File: config.mk
export PLATFORM = sky130hd
export DESIGN_NAME = cycle_stats_collector_flat
export DESIGN_NICKNAME = d
export VERILOG_FILES = /design/src/rtl/cycle_stats_collector_if.sv /design/src/rtl/cycle_stats_collector.sv /design/src/flat_wrapper.sv
export SDC_FILE = /design/constraint.sdc
export NUM_CORES = 1
export LEC_CHECK = 0
export ABC_CLOCK_PERIOD_IN_PS = 4500
export BUFFER_PORTS_ARGS = -buffer_cell sky130_fd_sc_hd__buf_2
export CORE_MARGIN = 2
export CORE_UTILIZATION = 54
export DETAILED_ROUTE_END_ITERATION = 7
export GPL_TIMING_DRIVEN = 0
export PLACE_DENSITY = 0.76
export RECOVER_POWER = 100
export SYNTH_ARGS = -nofsm -noshare
export SYNTH_HDL_FRONTEND = slang
export SYNTH_SLANG_ARGS = --single-unit
File: constraint.sdc
create_clock -name clk -period 4.5 [get_ports clk]
set_input_delay 1.125 -clock clk [delete_from_list [all_inputs] [get_ports clk]]
set_output_delay 1.125 -clock clk [all_outputs]
set_load 0.01 [all_outputs]
File: src/rtl/cycle_stats_collector_if.sv
// Host readout stream for cycle_stats_collector: a valid/ready channel
// carrying one buffered cycle-count sample per transfer.
interface cycle_stats_collector_if #(
  parameter int CNT_W = 32
) ();
  logic             m_valid;
  logic             m_ready;
  logic [CNT_W-1:0] m_data;

  // Collector side drives the stream.
  modport master (
    output m_valid,
    output m_data,
    input  m_ready
  );

  // Host side consumes the stream.
  modport slave (
    input  m_valid,
    input  m_data,
    output m_ready
  );
endinterface

File: src/rtl/cycle_stats_collector.sv
// cycle_stats_collector: buffers cycle-count result pulses in a
// first-word-fall-through FIFO for host readout and keeps running
// statistics (count, min, max, saturating sum).
//
// Optional feature macro: CYCLE_STATS_AVG_EN
//   When defined, adds avg_req/avg_value/avg_valid and a restoring
//   divider FSM that reports floor(stat_sum / stat_num).
module cycle_stats_collector #(
  parameter int CNT_W = 32,
  parameter int DEPTH = 16,
  parameter int SUM_W = 48
) (
  input  logic                     clk,
  input  logic                     reset,
  input  logic                     sample_valid,
  input  logic [CNT_W-1:0]         sample_count,
  input  logic                     clear,
  cycle_stats_collector_if.master  m_if,
  output logic [$clog2(DEPTH):0]   fifo_level,
  output logic                     overflow,
  output logic [31:0]              stat_num,
  output logic [CNT_W-1:0]         stat_min,
  output logic [CNT_W-1:0]         stat_max,
`ifdef CYCLE_STATS_AVG_EN
  input  logic                     avg_req,
  output logic [CNT_W-1:0]         avg_value,
  output logic                     avg_valid,
`endif
  output logic [SUM_W-1:0]         stat_sum
);

  localparam int AW = $clog2(DEPTH);
  localparam logic [AW:0] PTR_ONE = {{AW{1'b0}}, 1'b1};

  // Saturating add of a zero-extended sample into the running sum.
  function automatic logic [SUM_W-1:0] sat_add_sum(input logic [SUM_W-1:0] acc,
                                                   input logic [CNT_W-1:0] smp);
    logic [SUM_W:0] t;
    t = {1'b0, acc} + {{(SUM_W + 1 - CNT_W){1'b0}}, smp};
    return t[SUM_W] ? {SUM_W{1'b1}} : t[SUM_W-1:0];
  endfunction

  // Saturating increment of the sample counter.
  function automatic logic [31:0] sat_inc(input logic [31:0] n);
    return (n == 32'hFFFF_FFFF) ? n : n + 32'd1;
  endfunction

  logic [CNT_W-1:0] mem [DEPTH];
  logic [AW:0]      wr_ptr, rd_ptr;
  logic             full, empty, pop, push, drop;
  logic             vld_p0;
  logic [31:0]      num_p1;
  logic [CNT_W-1:0] min_p1, max_p1;
  logic [SUM_W-1:0] sum_p1;
  logic             ovf_p1;

  // ---- stage 0: qualify the incoming sample against clear and FIFO state
  assign empty  = (wr_ptr == rd_ptr);
  assign full   = (wr_ptr[AW] != rd_ptr[AW]) && (wr_ptr[AW-1:0] == rd_ptr[AW-1:0]);
  assign pop    = m_if.m_valid && m_if.m_ready;
  assign vld_p0 = sample_valid && !clear;
  assign push   = vld_p0 && (!full || pop);
  assign drop   = vld_p0 && full && !pop;

  assign m_if.m_valid = !empty;
  assign m_if.m_data  = empty ? '0 : mem[rd_ptr[AW-1:0]];
  assign fifo_level   = wr_ptr - rd_ptr;

  // Sample storage; contents are only observed through the gated head.
  always_ff @(posedge clk) begin
    if (push) mem[wr_ptr[AW-1:0]] <= sample_count;
  end

  // Read/write pointers with an extra wrap bit to separate full from empty.
  always_ff @(posedge clk) begin
    if (reset || clear) begin
      wr_ptr <= '0;
      rd_ptr <= '0;
    end else begin
      if (push) wr_ptr <= wr_ptr + PTR_ONE;
      if (pop)  rd_ptr <= rd_ptr + PTR_ONE;
    end
  end

  // ---- stage 1: statistics and sticky overflow, one cycle after the sample
  always_ff @(posedge clk) begin
    if (reset || clear) begin
      num_p1 <= '0;
      min_p1 <= '1;
      max_p1 <= '0;
      sum_p1 <= '0;
      ovf_p1 <= 1'b0;
    end else begin
      if (vld_p0) begin
        num_p1 <= sat_inc(num_p1);
        if (sample_count < min_p1) min_p1 <= sample_count;
        if (sample_count > max_p1) max_p1 <= sample_count;
        sum_p1 <= sat_add_sum(sum_p1, sample_count);
      end
      if (drop) ovf_p1 <= 1'b1;
    end
  end

  assign stat_num = num_p1;
  assign stat_min = min_p1;
  assign stat_max = max_p1;
  assign stat_sum = sum_p1;
  assign overflow = ovf_p1;

`ifdef CYCLE_STATS_AVG_EN
  localparam int CW = (SUM_W > 1) ? $clog2(SUM_W) : 1;
  localparam logic [CW-1:0] CNT_LAST = CW'(SUM_W - 1);

  typedef enum logic [1:0] {IDLE, DIVIDE, DONE} avg_state_t;

  // Clamp a full-width quotient into the sample width.
  function automatic logic [CNT_W-1:0] clamp_q(input logic [SUM_W-1:0] q);
    return (|q[SUM_W-1:CNT_W]) ? {CNT_W{1'b1}} : q[CNT_W-1:0];
  endfunction

  avg_state_t       state, state_nxt;
  logic             load_snap, step_div;
  logic [CW-1:0]    cnt;
  logic [SUM_W-1:0] quo_q, quo_nxt;
  logic [31:0]      rem_q, rem_nxt, div_q;
  logic [32:0]      rem_sh, rem_diff;
  logic [CNT_W-1:0] avg_q;

  // Average FSM state register; clear aborts any division in flight.
  always_ff @(posedge clk) begin
    if (reset || clear) state <= IDLE;
    else                state <= state_nxt;
  end

  // Average FSM next-state and control decode.
  always_comb begin
    state_nxt = state;
    load_snap = 1'b0;
    step_div  = 1'b0;
    avg_valid = 1'b0;
    case (state)
      IDLE: begin
        if (avg_req) begin
          load_snap = 1'b1;
          state_nxt = (num_p1 == 32'd0) ? DONE : DIVIDE;
        end
      end
      DIVIDE: begin
        step_div = 1'b1;
        if (cnt == CNT_LAST) state_nxt = DONE;
      end
      DONE: begin
        avg_valid = 1'b1;
        state_nxt = IDLE;
      end
      default: state_nxt = IDLE;
    endcase
  end

  // One restoring-division step: shift in the next dividend bit, subtract if it fits.
  always_comb begin
    rem_sh   = {rem_q, quo_q[SUM_W-1]};
    rem_diff = rem_sh - {1'b0, div_q};
    quo_nxt  = {quo_q[SUM_W-2:0], 1'b0};
    rem_nxt  = rem_sh[31:0];
    if (rem_sh >= {1'b0, div_q}) begin
      quo_nxt[0] = 1'b1;
      rem_nxt    = rem_diff[31:0];
    end
  end

  // Divider datapath: snapshot on request, iterate, latch the clamped result.
  always_ff @(posedge clk) begin
    if (reset || clear) begin
      cnt   <= '0;
      avg_q <= '0;
    end else if (load_snap) begin
      quo_q <= sum_p1;
      div_q <= num_p1;
      rem_q <= '0;
      cnt   <= '0;
      if (num_p1 == 32'd0) avg_q <= '0;
    end else if (step_div) begin
      quo_q <= quo_nxt;
      rem_q <= rem_nxt;
      cnt   <= cnt + {{(CW-1){1'b0}}, 1'b1};
      if (cnt == CNT_LAST) avg_q <= clamp_q(quo_nxt);
    end
  end

  assign avg_value = avg_q;
`endif

endmodule

File: src/flat_wrapper.sv
// flat-port wrapper written by rule: the top's interface ports become plain ports
module cycle_stats_collector_flat 
#(
  parameter int CNT_W = 32,
  parameter int DEPTH = 16,
  parameter int SUM_W = 48
)
  (clk, reset, sample_valid, sample_count, clear, fifo_level, overflow, stat_num, stat_min, stat_max, stat_sum, m_if_m_valid, m_if_m_data, m_if_m_ready);
  cycle_stats_collector_if #(.CNT_W(CNT_W)) m_if_i ();
  input  logic clk;
  input  logic reset;
  input  logic sample_valid;
  input  logic [CNT_W-1:0] sample_count;
  input  logic clear;
  output logic [$clog2(DEPTH):0] fifo_level;
  output logic overflow;
  output logic [31:0] stat_num;
  output logic [CNT_W-1:0] stat_min;
  output logic [CNT_W-1:0] stat_max;
  output logic [SUM_W-1:0] stat_sum;
  output wire logic [$bits(m_if_i.m_valid)-1:0] m_if_m_valid;
  output wire logic [$bits(m_if_i.m_data)-1:0] m_if_m_data;
  input wire logic [$bits(m_if_i.m_ready)-1:0] m_if_m_ready;
  assign m_if_m_valid = m_if_i.m_valid;
  assign m_if_m_data = m_if_i.m_data;
  assign m_if_i.m_ready = m_if_m_ready;
  cycle_stats_collector #(.CNT_W(CNT_W), .DEPTH(DEPTH), .SUM_W(SUM_W)) u_core (.clk(clk), .reset(reset), .sample_valid(sample_valid), .sample_count(sample_count), .clear(clear), .m_if(m_if_i), .fifo_level(fifo_level), .overflow(overflow), .stat_num(stat_num), .stat_min(stat_min), .stat_max(stat_max), .stat_sum(stat_sum));
endmodule
==> results of run 1 <==
## report_power, final
part / internal (W) / switching (W)
clock network: 0.00356 / 0.00241
registers: 0.00671 / 0.0000332
logic: 0.000249 / 0.000506
total: 0.0105 / 0.00295
## worst max-delay path, cell delays in order
cell and delay, ns:
clkbuf_1 0.30, nand2b_1 0.31, clkbuf_1 0.35, nor2_1 0.49, nand2_1 0.30, nor3_2 0.96
clkbuf_2 0.62, buf_16 0.22
## cell families after synthesis
group           Yosys count
fa+ha+maj               107
compound gates          326
simple gates            372
xor+xnor                 67
flops                   671
mux                     195
buf+inv                 183
## placed cells by master (no fill, tap or decap), drive strengths merged, types with 6 or more instances in the layout
| cell type | instances |
|---|---|
| o211ai | 69 |
| mux4 | 160 |
| nor2b | 37 |
| a211oi | 14 |
| nand3 | 26 |
| a31oi | 17 |
| inv | 96 |
| a311oi | 7 |
| edfxtp | 512 |
| nand4 | 30 |
| ha | 105 |
| a21o | 41 |
| xor2 | 31 |
| nor2 | 87 |
| dfxtp | 159 |
| o21ai | 53 |
| clkbuf | 378 |
| clkinv | 22 |
| xnor2 | 36 |
| a21oi | 82 |
| nand2b | 7 |
| mux2i | 35 |
| and3 | 21 |
| bufinv | 11 |
| buf | 40 |
| o21a | 12 |
| nor3 | 19 |
| and2 | 6 |
| nand2 | 115 |
## routing by layer
layer / global-route usage / vias up / wire length [um]
li1: - / 8118 / -
met1: 0.361 / 9451 / 30600
met2: 0.504 / 1004 / 40900
met3: 0.0621 / 180 / 7080
met4: 0.110 / 0 / 2910
met5: 0 / - / 0
## what timing repair did
action | CTS | global route
buffers inserted | 0 | 0
endpoints found under the setup margin | 32 | 25
resized for setup | 34 | 13
gates cloned | 0 | 0
## flip-flops by register name (all words and copies together) (netlist names), named ones only
signal           flops
u_core.mem         512
u_core.stat_min     32
u_core.overflow      1
u_core.rd_ptr        5
u_core.stat_num     32
u_core.wr_ptr        5
u_core.stat_max     32
u_core.stat_sum     48
## final timing paths
kind,slack (ns),start,endpoint
setup / recovery,0.09,sample_valid,u_core.mem[3][16]$_DFFE_PP_
setup reg to reg,0.59,u_core.wr_ptr[0]$_SDFFE_PP0P_,u_core.mem[3][16]$_DFFE_PP_
hold / removal,0.47,u_core.overflow$_SDFFE_PP0P_,u_core.overflow$_SDFFE_PP0P_
hold reg to reg,0.47,u_core.overflow$_SDFFE_PP0P_,u_core.overflow$_SDFFE_PP0P_
## stage by stage
step,setup WS (ns),hold WS [ns]
after global placement,-3.24,0.452
after detailed placement,-0.0214,0.457
after CTS,0.00502,0.472
after floorplan,-0.148,0.491
after global routing,0.00308,0.502
final,0.0944,0.469
## final cells by class
cell class,count,area (sq um)
repair buffers,242,1090
fillers,3883,20200
well taps,696,871
multi-input cells,1067,9930
plain buffers,90,397
clock inverters,39,513
clock buffers,86,1840
flip-flops and latches,671,18600
inverters,93,349
==> impl_results.md, run 1 <==
- Outcome: finished, violations left
- Failing checks: capacitance limit, slew limit
- DRC Markers: 0
- Compound-Gate Fraction of Synth Area: 0.0768
- Initial drt markers: 1,610
- Synthesized flop and latch total: 671
- Yosys Warn Count: 0
- Multiplexer area fraction after synthesis: 0.135
- GRT Util Overall: 0.291
- Die footprint: 56,000 sq um
- First-pass GRT wire length: approximately 120,000 um
- Lkg Pwr: 11.4 nW
- Drt pass-1 iters: 5
- # setup viols final: 0
- Synth Cell Area: 29,200 sq um
- Area leader, netlist: edfxtp_1
- Sequential area share after synthesis: 0.635
- Fin. max-slew vios: 67
- Crit path time final: between 4 and 5 ns
- Row count: 85
- Vias: 18,800
- Yosys top cell area share: 0.526
- Ant diodes: 0
- Placed inst area: approximately 32,000 sq um
- CTS clk-pin slew, worst paths: 0.06 ns
- Die height: around 240 um
- Final instance area: 33,500 sq um
- Longest Clk Path Bufs: 3
- Post-synth top cells: edfxtp_1, mux4_2, dfxtp_1, nand2_1, ha_1
- Num CTS Buffers: 68
- Hold_buf cts: 0
- Synth Area in Adders: 0.0463
- Post-Syn Nets: ~2,100
- Share of flip-flops with an asynchronous set or reset: 0
- Critical-path maximum fanout: 13
- Crit share post-route: 0.979
- Max IR drop VDD: 0.297 mV
- Hold Crit Class: reg2reg
- Post-synthesis cell count: 1,921
- Layout Skew: 0.0272 ns
- Fin util: 0.625
- Simple-Gate Fraction of Synth Area: 0.0620
- Relative slew margins: -0.169
- Htree depth: 3
- Clk_lat worst skew: between 0.6 and 0.7 ns
- CP Class: in2reg
- Number of synthesized flops with an enable pin: 512
- PD cells: approximately 400 nW/um^2
- Final Wtd Congestion: just over 0.9
- CP startpoint kind: input pin
- Antenna violations before repair: 0
- Routed Antenna Nets: 0
- Crit end category: register
- Final nets: 2,377
- Hold path depth: 2
- Peak Freq: 227 MHz
- Vias in the first global route: 19,400
- Max-cap viol count: 5
- Ports: 220
- Via density: 6.28
- Critical path required time: 4.81 ns
- Netlist cell types: 70
- Reg2reg path depth: 9
- Placed insts: 2,859
- Share of cells above drive strength 1: 0.160
- Largest net degree at the start of global routing: 23
- Total Power: 0.0135 W
- Worst slew pin tran: 1.75 ns
- Main combinational cell family by area after synthesis: multiplexers
- Setup_tns: 0 ns
- RSZ-0062 raised after global routing: no
- # port buffers: roughly 220
- Core box area: 53,700 sq um
- Post-Layout Cell Count: 2,984
- CTS tree: built
- Final hold vios: 0
- Count leader, synth: edfxtp_1
- Worst Path Arrival: approximately 4.7 ns
- HPWL after DPL: 53,900 um
- Total detailed-routing wirelength: 81,500 um
- Syn avg cell area: ~15 sq um
- Initial Utilization: 0.544
- Synth Flop Type: edfxtp_1
- CTS Sinks: roughly 670
- GRT overflow: 0
- Cells taking the most area after synthesis: edfxtp_1, mux4_2, dfxtp_1, ha_1, o211ai_1
- Die span in x: 237 um
- Post-Synth XOR/XNOR Area: 0.0201
- Root buf cell: clkbuf_16
- Area grow syn2layout: 14.8%
- Routed len/inst: 27.3 um
Power figures use the tool's default switching activity.
==> run 2: changes to the inputs <==
--- a/config.mk
+++ b/config.mk
@@ -7,12 +7,13 @@
 export LEC_CHECK = 0
 export ABC_CLOCK_PERIOD_IN_PS = 4500
 export BUFFER_PORTS_ARGS = -buffer_cell sky130_fd_sc_hd__buf_2
+export CAP_MARGIN = 20
 export CORE_MARGIN = 2
 export CORE_UTILIZATION = 54
 export DETAILED_ROUTE_END_ITERATION = 7
 export GPL_TIMING_DRIVEN = 0
 export PLACE_DENSITY = 0.76
-export RECOVER_POWER = 100
+export RECOVER_POWER = 50
 export SYNTH_ARGS = -nofsm -noshare
 export SYNTH_HDL_FRONTEND = slang
 export SYNTH_SLANG_ARGS = --single-unit
==> run 2 against run 1 <==
Effect of this change: the flow now finishes without violations; final cell count is 0.23% lower; register-to-register slack improved by 0.47 ns; global-route usage up 0.45 points; clock power is 5.9% lower; core utilization is 0.54 points higher; combinational power is 0.8% higher; clock skew is 0.0037 ns higher; fmax is 1.9% lower; worst setup slack got worse by 0.085 ns; largest power group unchanged.
==> impl_results.md, run 2 (same netlist as run 1, synthesis figures left out) <==
- RSZ-0062 raised after global routing: yes
- Comb power frac: 0.058
- Setup_tns: 0 ns
- Vias in the first global route: 19,400
- Die footprint: 56,000 sq um
- Die height: between 200 and 250 um
- Crit share post-route: 0.998
- Placed inst area: about 32,000 sq um
- Clk_lat worst skew: 0.62 ns
- Worst slew pin tran: ~1.4 ns
- Top sig layer: met4
- Ports: 220
- Initial drt markers: 1,935
- Final hold vios: 0
- CP Class: reg2out
- Net switching fraction of the power: 0.227
- Met3 WL: 7660 um
- Num CTS Buffers: about 70
- Core box area: 53,700 sq um
- Flop pwr share: 0.513
- Final nets: 2,378
- First-pass GRT wire length: 121,000 um
- Area grow syn2layout: 15.8%
- Antenna violations before repair: 0
- HPWL after DPL: roughly 54,000 um
- CTS clk-pin slew, worst paths: 0.06 ns
- Die span in x: between 200 and 250 um
- Reg-to-Reg End: u_core.mem[3][23]$_DFFE_PP_
- Largest net degree at the start of global routing: 23
- Internal Pwr Total: 0.0101 W
- Fin util: 0.630
- Via density: 6.33
- Hold Crit Class: reg2reg
- Max-cap viol count: 0
- Critical-path maximum fanout: 10
- Row count: 85
- Pre-CTS WS: -0.0326 ns
- Worst Path Arrival: 3.37 ns
- Sw power: 0.00298 W
- Worst setup margin: 0.00920 ns
- GRT overflow: 0
- Total detailed-routing wirelength: 82,800 um
- Met2 routed wirelength: 41,700 um
- Reg2reg path depth: 9
- Start of the worst register-to-register path: u_core.wr_ptr[0]$_SDFFE_PP0P_
- Commonest non-fill, non-tap cells in the layout: edfxtp_1, clkbuf_1, mux4_2
- Filler Cell Count: between 3,000 and 4,000
- CP startpoint kind: register
- Final instance area: 33,800 sq um
- Post-Route M1 WL: 30,200 um
- GRT Util Overall: 0.296
- Vias: 18,800
- Ant diodes: 0
- Final Wtd Congestion: 0.918
- CTS tree: built
- Peak Freq: 223 MHz
- PD cells: between 300 and 400 nW/um^2
- Initial Utilization: 0.544
- Htree depth: 3
- # setup viols final: 0
- Share of cells above drive strength 1: 0.196
- CTS Sinks: 671
- Routed Antenna Nets: 0
- Critical path required time: about 3.4 ns
- Setup Buffers After CTS: 0
- Drt pass-1 iters: 6
- Root buf cell: clkbuf_16
- Commonest non-fill, non-tap cell in the layout: edfxtp_1
- Max FFs per register: 512
- Lkg Pwr: between 10 and 15 nW
- Longest Clk Path Bufs: 3
- Relative slew margins: 0.0709
- Clock Power Share: 0.429
- Routed len/inst: 27.8 um
- DRC Markers: 0
- Max IR drop VDD: 0.295 mV
- Layout Skew: 0.0309 ns
- Setup slack, reg-to-reg: approximately 1.1 ns
- Crit path time final: 4.49 ns
- Fin. max-slew vios: 0
- Crit end category: output port
- Outcome: complete, no violations
- # port buffers: ~220
- CP endpoint: m_if_m_data[27]
## run 2: changes by cell type in the layout (fill, tap and decap cells not counted), moves of 6 or more
cell      before  now
clkbuf_1     272  189
buf_16         2    8
buf_2         23  107
nor2_1        81   74
nor2_4         0   12
clkbuf_2      30    6
## run 2: critical path: stages, from the launching register on
cell	delay, ns
dfxtp_1	0.35
clkbuf_2	0.38
clkbuf_1	0.68
mux4_2	0.47
mux4_2	0.48
nor2b_1	0.20
buf_2	0.20
## run 2: how the worst min path moves through the flow
stage                                                start                               end  slack (ns)  cells after the start
after floorplan           u_core.stat_max[10]$_SDFFE_PP0P_  u_core.stat_max[10]$_SDFFE_PP0P_        0.49                      2
after global placement        u_core.overflow$_SDFFE_PP0P_      u_core.overflow$_SDFFE_PP0P_        0.45                      2
after detailed placement      u_core.overflow$_SDFFE_PP0P_      u_core.overflow$_SDFFE_PP0P_        0.46                      2
after CTS                 u_core.stat_max[16]$_SDFFE_PP0P_  u_core.stat_max[16]$_SDFFE_PP0P_        0.48                      2
after global routing       u_core.stat_max[6]$_SDFFE_PP0P_   u_core.stat_max[6]$_SDFFE_PP0P_        0.50                      2
final                         u_core.overflow$_SDFFE_PP0P_      u_core.overflow$_SDFFE_PP0P_        0.47                      2
## run 2: per-layer routing
| metal | up-vias | track usage |
|---|---|---|
| met4 | 0 | 0.131 |
| li1 | 8110 | - |
| met3 | 179 | 0.0729 |
| met1 | 9528 | 0.356 |
| met2 | 1020 | 0.506 |
| met5 | - | 0 |
## run 2: layout make-up
type                            instances  area [sq um]  area share
Tap cell                              696           871      0.0257
Multi-Input combinational cell       1067         10100       0.297
Clock buffer                           80          1770      0.0522
Sequential cell                       671         18600       0.548
Buffer                                 90           402      0.0119
Inverter                               93           349      0.0103
Timing Repair Buffer                  243          1410      0.0417
Clock inverter                         37           415      0.0123
## run 2: per-stage QoR
step	total power [W]	hold slack, ns	instances
global placement	0.00759	0.452	2836
floorplan	0.00730	0.491	1921
CTS	0.0132	0.475	2976
detailed placement	0.00762	0.462	2859
global route	0.0135	0.500	2977
finish	0.0131	0.474	2977
## run 2: repair_timing
item                                    CTS  global route
resized for setup                        31            12
hold buffers                              0             0
gates cloned                              0             0
pin swaps                                 0             0
endpoints found under the setup margin   32            24
## run 2: power groups by stage
| stage | Sequential [W] | Combinational [W] | Clock (W) |
|---|---|---|---|
| floorplan | 0.00687 | 0.000421 | 0 |
| global placement | 0.00687 | 0.000724 | 0 |
| detailed placement | 0.00687 | 0.000757 | 0 |
| CTS | 0.00674 | 0.000766 | 0.00567 |
| global route | 0.00674 | 0.000826 | 0.00592 |
| finish | 0.00674 | 0.000761 | 0.00562 |
==> run 3: changes to the inputs <==
--- a/config.mk
+++ b/config.mk
@@ -5,14 +5,16 @@
 export SDC_FILE = /design/constraint.sdc
 export NUM_CORES = 1
 export LEC_CHECK = 0
+export ABC_AREA = 1
 export ABC_CLOCK_PERIOD_IN_PS = 4500
 export BUFFER_PORTS_ARGS = -buffer_cell sky130_fd_sc_hd__buf_2
 export CAP_MARGIN = 20
 export CORE_MARGIN = 2
-export CORE_UTILIZATION = 54
+export CORE_UTILIZATION = 55
+export CTS_CLUSTER_SIZE = 28
 export DETAILED_ROUTE_END_ITERATION = 7
 export GPL_TIMING_DRIVEN = 0
-export PLACE_DENSITY = 0.76
+export PLACE_DENSITY = 0.77
 export RECOVER_POWER = 50
 export SYNTH_ARGS = -nofsm -noshare
 export SYNTH_HDL_FRONTEND = slang
==> run 3 against run 2 <==
Effect of this change: non-clock buffer count up 54; fmax up 0.71%; first-iteration DRC count up 55%; clock power up 3%; sequential power about the same; final area up 5.6%; synthesized area up 6.5%; final cell count up 43%; via count up 36%; critical path depth up 3; sequential share of layout area down 2.9 points; largest power group unchanged; highest routed layer is now met5.
==> impl_results.md, run 3 <==
- Final hold vios: 0
- Vias: 25,600
- Max IR drop VDD: 0.283 mV
- Hold Crit Class: reg2reg
- Die height: 242 um
- Yosys top cell area share: 0.494
- Total detailed-routing wirelength: 98,100 um
- Vias in the first global route: 24,900
- Post-Layout Cell Count: 4,266
- Netlist cell types: 49
- # setup viols final: 0
- Crit path cell chain: clkbuf_1, nand2_1, inv_1, clkbuf_1, nand2_1, inv_1, nand2_1, nor2_4, buf_16
- Most used cell, CP: nand2_1
- Register area: 18,600 sq um
- Worst slew pin tran: 1.47 ns
- Post-synth top cells: nor2_1, edfxtp_1, nand2_1, o21ai_0, inv_1
- Largest net degree at the start of global routing: 28
- Num CTS Buffers: 71
- CP startpoint kind: input pin
- Crit end category: register
- Outcome: complete, no violations
- CTS tree: built
- Count leader, synth: nor2_1
- Routed Antenna Nets: 0
- CP startpoint: sample_valid
- HPWL after DPL: 68,600 um
- CP Buf/Inv Count: 5
- Lkg Pwr: 13.3 nW
- Post-Route M1 WL: 35,300 um
- Commonest non-fill, non-tap cell in the layout: nor2_1
- Min-delay src: u_core.rd_ptr[4]$_SDFFE_PP0P_
- Share of cells above drive strength 1: 0.0707
- Fin. max-slew vios: 0
- Setup_tns: 0 ns
- Ant diodes: 0
- Synthesized flop and latch total: 671
- Die footprint: 58,500 sq um
- Worst Path Arrival: approximately 4.8 ns
- Htree depth: 3
- RSZ-0062 raised after global routing: no
- Net switching fraction of the power: 0.240
- Share of flip-flops with an asynchronous set or reset: 0
- Commonest non-fill, non-tap cells in the layout: nor2_1, edfxtp_1, nand2_1
- Critical-path maximum fanout: 21
- Max-cap viol count: 0
- Longest Clk Path Bufs: 3
- Post-synthesis cell count: between 3,000 and 4,000
- Met3 WL: roughly 11,000 um
- CP Class: in2reg
- Initial Utilization: 0.554
- Max FFs per register: 512
- GRT Util Overall: 0.331
- Row count: 87
- Sw power: 0.00327 W
- DRC Markers: 0
- Via density: between 6 and 7
- Peak Freq: 224 MHz
- Antenna violations before repair: 1
- Root buf cell: clkbuf_16
- Area grow syn2layout: 14.8%
- Critical Path Max Stage Delay: around 0.78 ns
- Synth Cell Area: just over 30,000 sq um
- CTS Sinks: around 670
- Crit path time final: 4.46 ns
- Clock Power Share: 0.427
- Crit path max-delay cell type: clkbuf_1
- Start of the worst register-to-register path: u_core.wr_ptr[3]$_SDFFE_PP0P_
- Final Wtd Congestion: about 1
- Clk_lat worst skew: 0.63 ns
- Comb power frac: 0.077
- Number of synthesized flops with an enable pin: 512
- Cells taking the most area after synthesis: edfxtp_1, dfxtp_1, nor2_1, o21ai_0, nand2_1
- Drt pass-1 iters: 6
- Critical path required time: 4.80 ns
- Filler Cell Count: 4,591
- Top sig layer: met5
- # port buffers: about 220
- Relative slew margins: 0.0167
- GRT overflow: 0
- Syn avg cell area: 9.88 sq um
- Sequential area share after synthesis: 0.596
- Final nets: 3,602
- Ports: 220
- Initial drt markers: 2,998
- Delay-heaviest family, CP: buffers and inverters
- Core box area: around 56,000 sq um
- Hold_buf cts: 0
- Area leader, netlist: edfxtp_1
- Die span in x: 242 um
- Crit share post-route: 0.991
- Met2 routed wirelength: 46,500 um
- Yosys Warn Count: 0
- Internal Pwr Total: 0.0104 W
- Synth Flop Type: edfxtp_1
- PD cells: 381 nW/um^2
- Placed insts: 4,141
- Layout Skew: approximately 0.027 ns
- Routed len/inst: 23.0 um
- Post-Syn Nets: 3,294
- First-pass GRT wire length: 147,000 um
- Flop pwr share: 0.496
- CTS clk-pin slew, worst paths: 0.06 ns
- Fin util: 0.636
- Area of the multi-input gates: about 11,000 sq um
[run 3: logic make-up after synthesis]
group / count (synthesis) / share of synthesized area
compound gates: 688 / 0.132
fa+ha+maj: 107 / 0.0435
flops: 671 / 0.596
xor+xnor: 40 / 0.0113
buf+inv: 416 / 0.0526
simple gates: 1228 / 0.164
[run 3: cell type report]
class	count	share of cell area
Clock buffer	86	0.0516
Clock inverter	39	0.0123
Multi-Input combinational cell	2063	0.309
Sequential cell	671	0.519
Buffer	152	0.0182
Tap cell	756	0.0265
Timing Repair Buffer	235	0.0352
Inverter	264	0.0279
[run 3: metrics by stage]
stage	instance area, sq um	total power [W]	worst slack [ns]	hold WS (ns)
floorplan	31100	0.00749	0.743	0.442
detailed placement	33700	0.00793	0.335	0.465
finish	35700	0.0136	0.0410	0.474
global route	35700	0.0140	0.0364	0.509
CTS	36000	0.0136	0.0261	0.474
global placement	33200	0.00790	-1.43	0.458
[run 3: power by group through the flow]
stage | combinational [W] | clock [W] | sequential (W)
floorplan | 0.000595 | 0 | 0.00689
global placement | 0.00102 | 0 | 0.00689
detailed placement | 0.00104 | 0 | 0.00689
CTS | 0.00105 | 0.00582 | 0.00675
global route | 0.00115 | 0.00607 | 0.00676
finish | 0.00106 | 0.00581 | 0.00676
[run 3: path summary, 6_finish.rpt]
path                            cells past startpoint                       endpoint  slack (ns)
worst max-delay path                                9     u_core.mem[9][2]$_DFFE_PP_        0.04
worst min register to register                      1  u_core.rd_ptr[4]$_SDFFE_PP0P_        0.47
worst max register to register                      8     u_core.mem[9][2]$_DFFE_PP_        1.41
worst min-delay path                                1  u_core.rd_ptr[4]$_SDFFE_PP0P_        0.47
[run 3: what timing repair did]
action                     in CTS  in global routing
setup buffers                   0                  0
setup endpoints to repair      32                 10
gates resized for setup         6                 12
[run 3: per-layer routing]
metal  vias up  global-route usage
li1      11700                   -
met3       330              0.0803
met1     12100               0.399
met5         -                   0
met2      1557               0.551
met4         2               0.177
